**config.mk**
```make
export PLATFORM = sky130hd
export DESIGN_NAME = mp_add_sub_seq
export DESIGN_NICKNAME = d
export VERILOG_FILES = /design/src/rtl/mp_add_sub_seq.sv
export SDC_FILE = /design/constraint.sdc
export NUM_CORES = 1
export LEC_CHECK = 0
export ABC_AREA = 1
export CAP_MARGIN = 0
export CORE_MARGIN = 5
export CORE_UTILIZATION = 50
export DETAILED_ROUTE_END_ITERATION = 12
export GPL_ROUTABILITY_DRIVEN = 0
export PLACE_DENSITY = 0.79
export SLEW_MARGIN = 20
export SYNTH_ARGS = -nofsm -noshare
export SYNTH_HDL_FRONTEND = slang
export SYNTH_HIERARCHICAL = 1
export SYNTH_SLANG_ARGS = --single-unit
```
**constraint.sdc**
```tcl
create_clock -name clk -period 3.09 [get_ports clk]
set_input_delay 0.927 -clock clk [delete_from_list [all_inputs] [get_ports clk]]
set_output_delay 0.927 -clock clk [all_outputs]
set_load 0.02 [all_outputs]
```
**src/rtl/mp_add_sub_seq.sv**
```systemverilog
// Multi-precision add/subtract sequencer: streams operands one byte per clock,
// LSB first, through a shared 8-bit add_sub datapath and chains the carry.

module add_sub (
    input  logic [7:0] a,
    input  logic [7:0] b,
    input  logic       cin,
    output logic [7:0] sum,
    output logic       cout
);
    logic [7:0] bx;

    // b is conditionally inverted by cin; callers pre-XOR b to undo this
    assign bx = b ^ {8{cin}};
    assign {cout, sum} = {1'b0, a} + {1'b0, bx} + {8'd0, cin};
endmodule

module mp_add_sub_seq #(
    parameter int NBYTES = 4
) (
    input  logic                clk,
    input  logic                rst,
    input  logic                start,
    input  logic                op,
    input  logic [8*NBYTES-1:0] A,
    input  logic [8*NBYTES-1:0] B,
    output logic                busy,
    output logic                done,
    output logic [8*NBYTES-1:0] Result,
    output logic                Cout,
    output logic                Ovf
);
    localparam int W  = 8 * NBYTES;
    localparam int IW = $clog2(NBYTES);

    typedef enum logic [1:0] {
        IDLE,
        RUN,
        DONE
    } state_t;

    state_t        state;
    state_t        state_next;

    logic [W-1:0]  a_sr;
    logic [W-1:0]  b_sr;
    logic [W-9:0]  res_sr;
    logic [W-1:0]  res_cat;
    logic [IW-1:0] idx;
    logic          op_q;
    logic          c;
    logic          last;

    logic [7:0]    dp_b;
    logic [7:0]    dp_sum;
    logic          dp_cout;
    logic          ovf_next;

    assign last = (idx == IW'(NBYTES - 1));
    assign dp_b = b_sr[7:0] ^ {8{op_q ^ c}};

    add_sub u_add_sub (
        .a    (a_sr[7:0]),
        .b    (dp_b),
        .cin  (c),
        .sum  (dp_sum),
        .cout (dp_cout)
    );

    assign res_cat = {dp_sum, res_sr};

    // On the last byte a_sr/b_sr hold the operand MSB bytes
    always_comb begin
        if (op_q)
            ovf_next = (a_sr[7] != b_sr[7]) && (dp_sum[7] != a_sr[7]);
        else
            ovf_next = (a_sr[7] == b_sr[7]) && (dp_sum[7] != a_sr[7]);
    end

    always_ff @(posedge clk) begin
        if (rst)
            state <= IDLE;
        else
            state <= state_next;
    end

    always_comb begin
        state_next = state;
        busy       = 1'b0;
        done       = 1'b0;
        case (state)
            IDLE: begin
                if (start)
                    state_next = RUN;
            end
            RUN: begin
                busy = 1'b1;
                if (last)
                    state_next = DONE;
            end
            DONE: begin
                busy       = 1'b1;
                done       = 1'b1;
                state_next = IDLE;
            end
            default: state_next = IDLE;
        endcase
    end

    always_ff @(posedge clk) begin
        if (rst) begin
            a_sr   <= '0;
            b_sr   <= '0;
            res_sr <= '0;
            idx    <= '0;
            op_q   <= 1'b0;
            c      <= 1'b0;
            Result <= '0;
            Cout   <= 1'b0;
            Ovf    <= 1'b0;
        end else begin
            case (state)
                IDLE: begin
                    if (start) begin
                        a_sr <= A;
                        b_sr <= B;
                        op_q <= op;
                        idx  <= '0;
                        c    <= op;
                    end
                end
                RUN: begin
                    a_sr   <= a_sr >> 8;
                    b_sr   <= b_sr >> 8;
                    res_sr <= res_cat[W-1:8];
                    c      <= dp_cout;
                    idx    <= idx + 1'b1;
                    if (last) begin
                        Result <= res_cat;
                        Cout   <= dp_cout;
                        Ovf    <= ovf_next;
                    end
                end
                default: begin
                end
            endcase
        end
    end
endmodule

```
### Yosys cells after proc, flatten, opt, wreduce, memory -nomap -nowiden

Cells that the tools add are included.

| operators by class | value |
|---|---|
| reductions and logical operators | 9 |
| bitwise operators | 3 |
| add/subtract/negate cells | 3 |
| equality and inequality tests | 8 |
| muxes and demuxes | 14 |

Operators by type and width:

| operator | count |
|---|---|
| 32-bit one-hot mux with 2 select lines | 2 |
| 32-bit two-way mux | 2 |
| 8-bit XOR | 2 |
| 8-bit by 8-bit adder with 9-bit output | 1 |
| 9-bit by 1-bit adder with 9-bit output | 1 |
| 2-bit one-hot mux with 2 select lines | 2 |
| 2-bit AND reduction | 4 |
| 2-bit two-way mux | 3 |
| 2-bit equality test, second input constant | 2 |
| 1-bit two-way mux | 4 |
| 2-bit != test, second input constant | 2 |
| 2-bit by 1-bit adder with 2-bit output, second input constant | 1 |
| 2-bit by 1-bit equality test with 1-bit output, second input constant | 1 |
| 1-bit logical AND | 2 |
| 2-bit logical NOT | 1 |
| 1-bit != test | 2 |
| 1-bit one-hot mux with 2 select lines | 1 |
| 2-bit nonzero test | 1 |
| 2-bit OR reduction | 1 |
| 1-bit equality test | 1 |
| 1-bit XOR | 1 |

| word-level totals | value |
|---|---|
| output and inout bits | 36 |
| flip-flop bits (word level) | 128 |

### Depth between registers and ports, before layout

| depth | value |
|---|---|
| word-level depth | 8 |
| depth in mapped cells | 17 |
| depth with buffers taken out | 17 |

### Hierarchy

Netlist, hierarchy kept.

Modules (own cells, without submodules):

| module | instances | area an instance (um^2) | cells an instance | sequential area each (um^2) |
|---|---|---|---|---|
| mp_add_sub_seq | 1 | 5361.4 | 742 | 2562.5 |
| add_sub | 1 | 451.7 | 73 | 0.0 |

### Worst setup path before layout

OpenSTA, ideal clock, no wires.

| timing path | value |
|---|---|
| path type | reg2reg |
| from | register c |
| to | register c |
| stages on the path, launching flop included | 16 |
| data arrival time | 2201 ps |
| path buffers | 0 |
| period minus slack after synthesis | 2265 ps |
| library setup time | 64 ps |
| required time | 3026 ps |
| path slack | 825 ps |
| cell sequence | dfxtp_1 xnor2_4 xnor2_1 nand2_1 nand2_4 inv_1 fa_1 o21ai_2 nand2_1 nand2_1 nand2_1 nand2_1 nand2_1 nand2_1 o21ai_1 nor2_1 |

| on the way | value |
|---|---|
| longest elaborated chain between the ends | 6 |

RTL lines:

| element | RTL line | text |
|---|---|---|
| start: declaration | 51 | `logic c;` |
| start signal: assignment | 129 | `c <= op;` |
| start signal: assignment | 136 | `c <= dp_cout;` |
| 1-bit XOR | 60 | `assign dp_b = b_sr[7:0] ^ {8{op_q ^ c}};` |
| 8-bit XOR | 60 |  |
| via dp_b[0] | 54 | `logic [7:0] dp_b;` |
| 8-bit XOR | 14 | `assign bx = b ^ {8{cin}};` |
| 8-bit by 8-bit adder with 9-bit output | 15 | `assign {cout, sum} = {1'b0, a} + {1'b0, bx} + {8'd0, cin};` |
| 9-bit by 1-bit adder with 9-bit output | 15 |  |
| via dp_cout | 56 | `logic dp_cout;` |
| 1-bit one-hot mux with 2 select lines | 122 | `case (state)` |

The timed path passes the listed nets, and every way through them passes these cells.
A chain may end at the register's enable or synchronous reset.

### Final worst setup path

| timing path | value |
|---|---|
| from | register state[0] |
| to | output busy |

| on the way | value |
|---|---|
| longest elaborated chain between the ends | 3 |

RTL lines:

| element | RTL line | text |
|---|---|---|
| start: declaration | 42 | `state_t state;` |
| start signal: assignment | 84 | `state <= state_next;` |
| 2-bit by 1-bit equality test with 1-bit output / 2-bit equality test (equally long branches) | 91 | `case (state)` |
| 2-bit OR reduction (no line) (*) | n/a |  |
| 1-bit two-way mux (*) | 91 |  |
| end: declaration | 27 | `output logic busy,` |

Mark *: on every way between the ends. The rest lies on a longest branch, timed or not.

==> out/results.tsv <==
stage	metric	value	unit
clocking	clockRootBuffer	clkbuf_16	
worst_setup_path	cpPeakStageDelay	0.61	ns
sta	rsz0062_at_grt	no	
detailed_routing	drtIter0Drc	389	
synthesis	ys_ff_latch	128	
clocking	cts_resized	0	
place	dp_slack	0.623	ns
worst_setup_path	critical_path_buf_inv_count	2	
power	finalPower	5150	µW
die	start_util	50.9	%
sta	worst_pin_slew	0.584	ns
power	comb_power_share	25.8	%
clocking	numCtsBuffers	17	
sta	fin_tns_setup	0	ns
worst_setup_path	cp_max_fo	3	
power	p_sw_share	33.0	%
die	rows	39	
worst_setup_path	worstPathRequired	2.16	ns
sta	hold_viol	0	
power	p_int	3450	µW
synthesis	ys_types	30	
sta	fin_ws	0.436	ns
synthesis	avgSynthCellArea	7.13	µm²
detailed_routing	wl_per_cell	12.6	µm
clocking	clkTransAtPathRegs	0.06	ns
clocking	htreeDepth	4	
clocking	clock_path_buffers	2	
run	maxCapViolations	0	
hold_path	hold_path.class	reg -> reg	
detailed_routing	num_vias	5156	
sta	fin_crit_sh	85.9	%
finish	final_common_cell	nand2_1	
detailed_routing	detail-route-antenna-nets	0	
global_route	grt_max_degree	50	
place	portBuffers	103	
clocking	hold_buffers	0	
synthesis	synth_area	5810	µm²
worst_setup_path	cp_cell_sequence	inv_1, ha_1, clkdlybuf4s50_1	
detailed_routing	drc_errors	0	
sta	slew_headroom	61.0	%
power	seq_power_share	37.5	%
sta	slew_violations	0	
finish	drive_gt1_share	8.66	%
clocking	tritoncts	yes	
synthesis	ys_warn_count	6	
die	dieWidth	118	µm
power	power_switching	1700	µW
finish	fin_util	64.9	%
worst_setup_path	slowest_stage	clkdlybuf4s50_1	
detailed_routing	first_pass_iters	5	
clocking	cts_setup_buffers	0	
finish	final_cell_mix	nand2_1 (253), nor2_1 (161), dfxtp_1 (128)	
power	power_leakage	0.00319	µW
die	core-area	11400	µm²
sta	period_needed	2.65	ns
synthesis	synthCells	815	
finish	fill_cells	994	
worst_setup_path	cpLargestDelayFamily	buffers and inverters	
worst_setup_path	start_kind	register	
synthesis	synth-seq-area-share	44.1	%
global_route	grt_usage	18.9	%
global_route	grt_pass1_wl	22200	µm
die	io_pins	104	
global_route	antenna_found_initial	0	
power	power.share.clock	36.6	%
worst_setup_path	critical_path_class	reg -> out	
place	dpl.hpwl	8820	µm
run_status	status	finished, final reports clean	
die	die_height	118	µm
worst_setup_path	critPathCaptureType	output port	
clocking	clock_sinks	128	
finish	area_growth	27.4	%
detailed_routing	viasPerCell	4.89	
sta	fmax	377	MHz
power	power_density	695	nW/µm²
synthesis	syn-num-nets	895	
finish	nets	979	
global_route	grt-ovfl-total	0	
sta	setup_viol	0	
sta	skew	0.00828	ns
detailed_routing	drt_wl_total	13300	µm
clocking	insertion_delay	0.41	ns
finish	antennaDiodeCount	0	
power	ir_drop	403	µV
die	dieArea	13900	µm²
global_route	grt_pass1_vias	4687	
worst_setup_path	crit_arrival	1.73	ns
state kept, by name (all words and copies together) (netlist names):
signal	count
b_sr	32
idx	2
Result	32
op_q	1
Ovf	1
c	1
a_sr	32
res_sr	24
Cout	1
state	2
power by group through the flow:
stage	Combinational (µW)	Sequential, µW	Clock, µW
2_1_floorplan	1050	1940	0
3_3_place_gp	1290	1960	0
3_5_place_dp	1320	1970	0
4_1_cts	1330	1930	1910
5_1_grt	1510	1950	2000
6_report	1330	1930	1890
routing by layer:
metal	up-vias	GRT usage, %	wire, µm
li1	2719	-	-
met1	2285	24.6	6010
met2	138	30.2	6310
met3	14	6.44	795
met4	0	4.66	163
met5	-	0	0
area by class of cell:
type                       instances  area [µm²]  area share, %
inverter                          26        97.6           1.32
sequential                       128        2560           34.6
clock buffer                      18         429           5.79
tap                              143         179           2.42
timing repair buffer             115        1130           15.2
clock inverter                    14         136           1.84
multi-input combinational        611        2870           38.8
cells by family (layout without fill, tap and decap cells):
| family | Yosys count | after routing | share of synthesized area (%) |
|---|---|---|---|
| adders and majority gates | 12 | 12 | 2.71 |
| and+or+nand+nor | 438 | 438 | 30.2 |
| buffers and inverters | 76 | 173 | 6.54 |
| DFF | 128 | 128 | 44.1 |
| AOI/OAI and AO/OA | 141 | 141 | 13.1 |
| xor gates and xnor gates | 20 | 20 | 3.34 |
metrics by stage:
stage	cell area (µm²)	hold slack, ns	std cells
floorplan	5810	0.437	815
global placement	6840	0.448	1023
detailed placement	6840	0.454	1023
CTS	7410	0.462	1055
global route	7410	0.477	1055
finish	7410	0.460	1055
worst min-delay path, stage by stage (launching register included):
cell and delay, ns:
dfxtp_1 0.30, nand2_1 0.06, a21oi_1 0.05
Yosys cell counts (all sizes together):
cell type  number  area, µm²
fa              1       20.0
a21oi          53        299
nor2          164        628
a211oi          1       7.51
nand3           7       35.0
ha             11        138
clkbuf         22       83.8
o21ai          86        449
a21o            1       7.51
dfxtp         128       2560
xor2           10       87.6
nand2         267       1090
xnor2          10        106
inv            26       97.6
buf            28        199
path summary, 6_finish.rpt:
check	startpoint	cells past startpoint	slack [ns]	endpoint
min	a_sr[28]$_SDFFE_PP0P_	2	0.46	a_sr[28]$_SDFFE_PP0P_
max	state[0]$_SDFFE_PP0P_	3	0.44	busy
max reg2reg	c$_SDFFE_PP0P_	15	0.57	c$_SDFFE_PP0P_
min reg2reg	a_sr[28]$_SDFFE_PP0P_	2	0.46	a_sr[28]$_SDFFE_PP0P_
(Power assumes the default switching activity.)
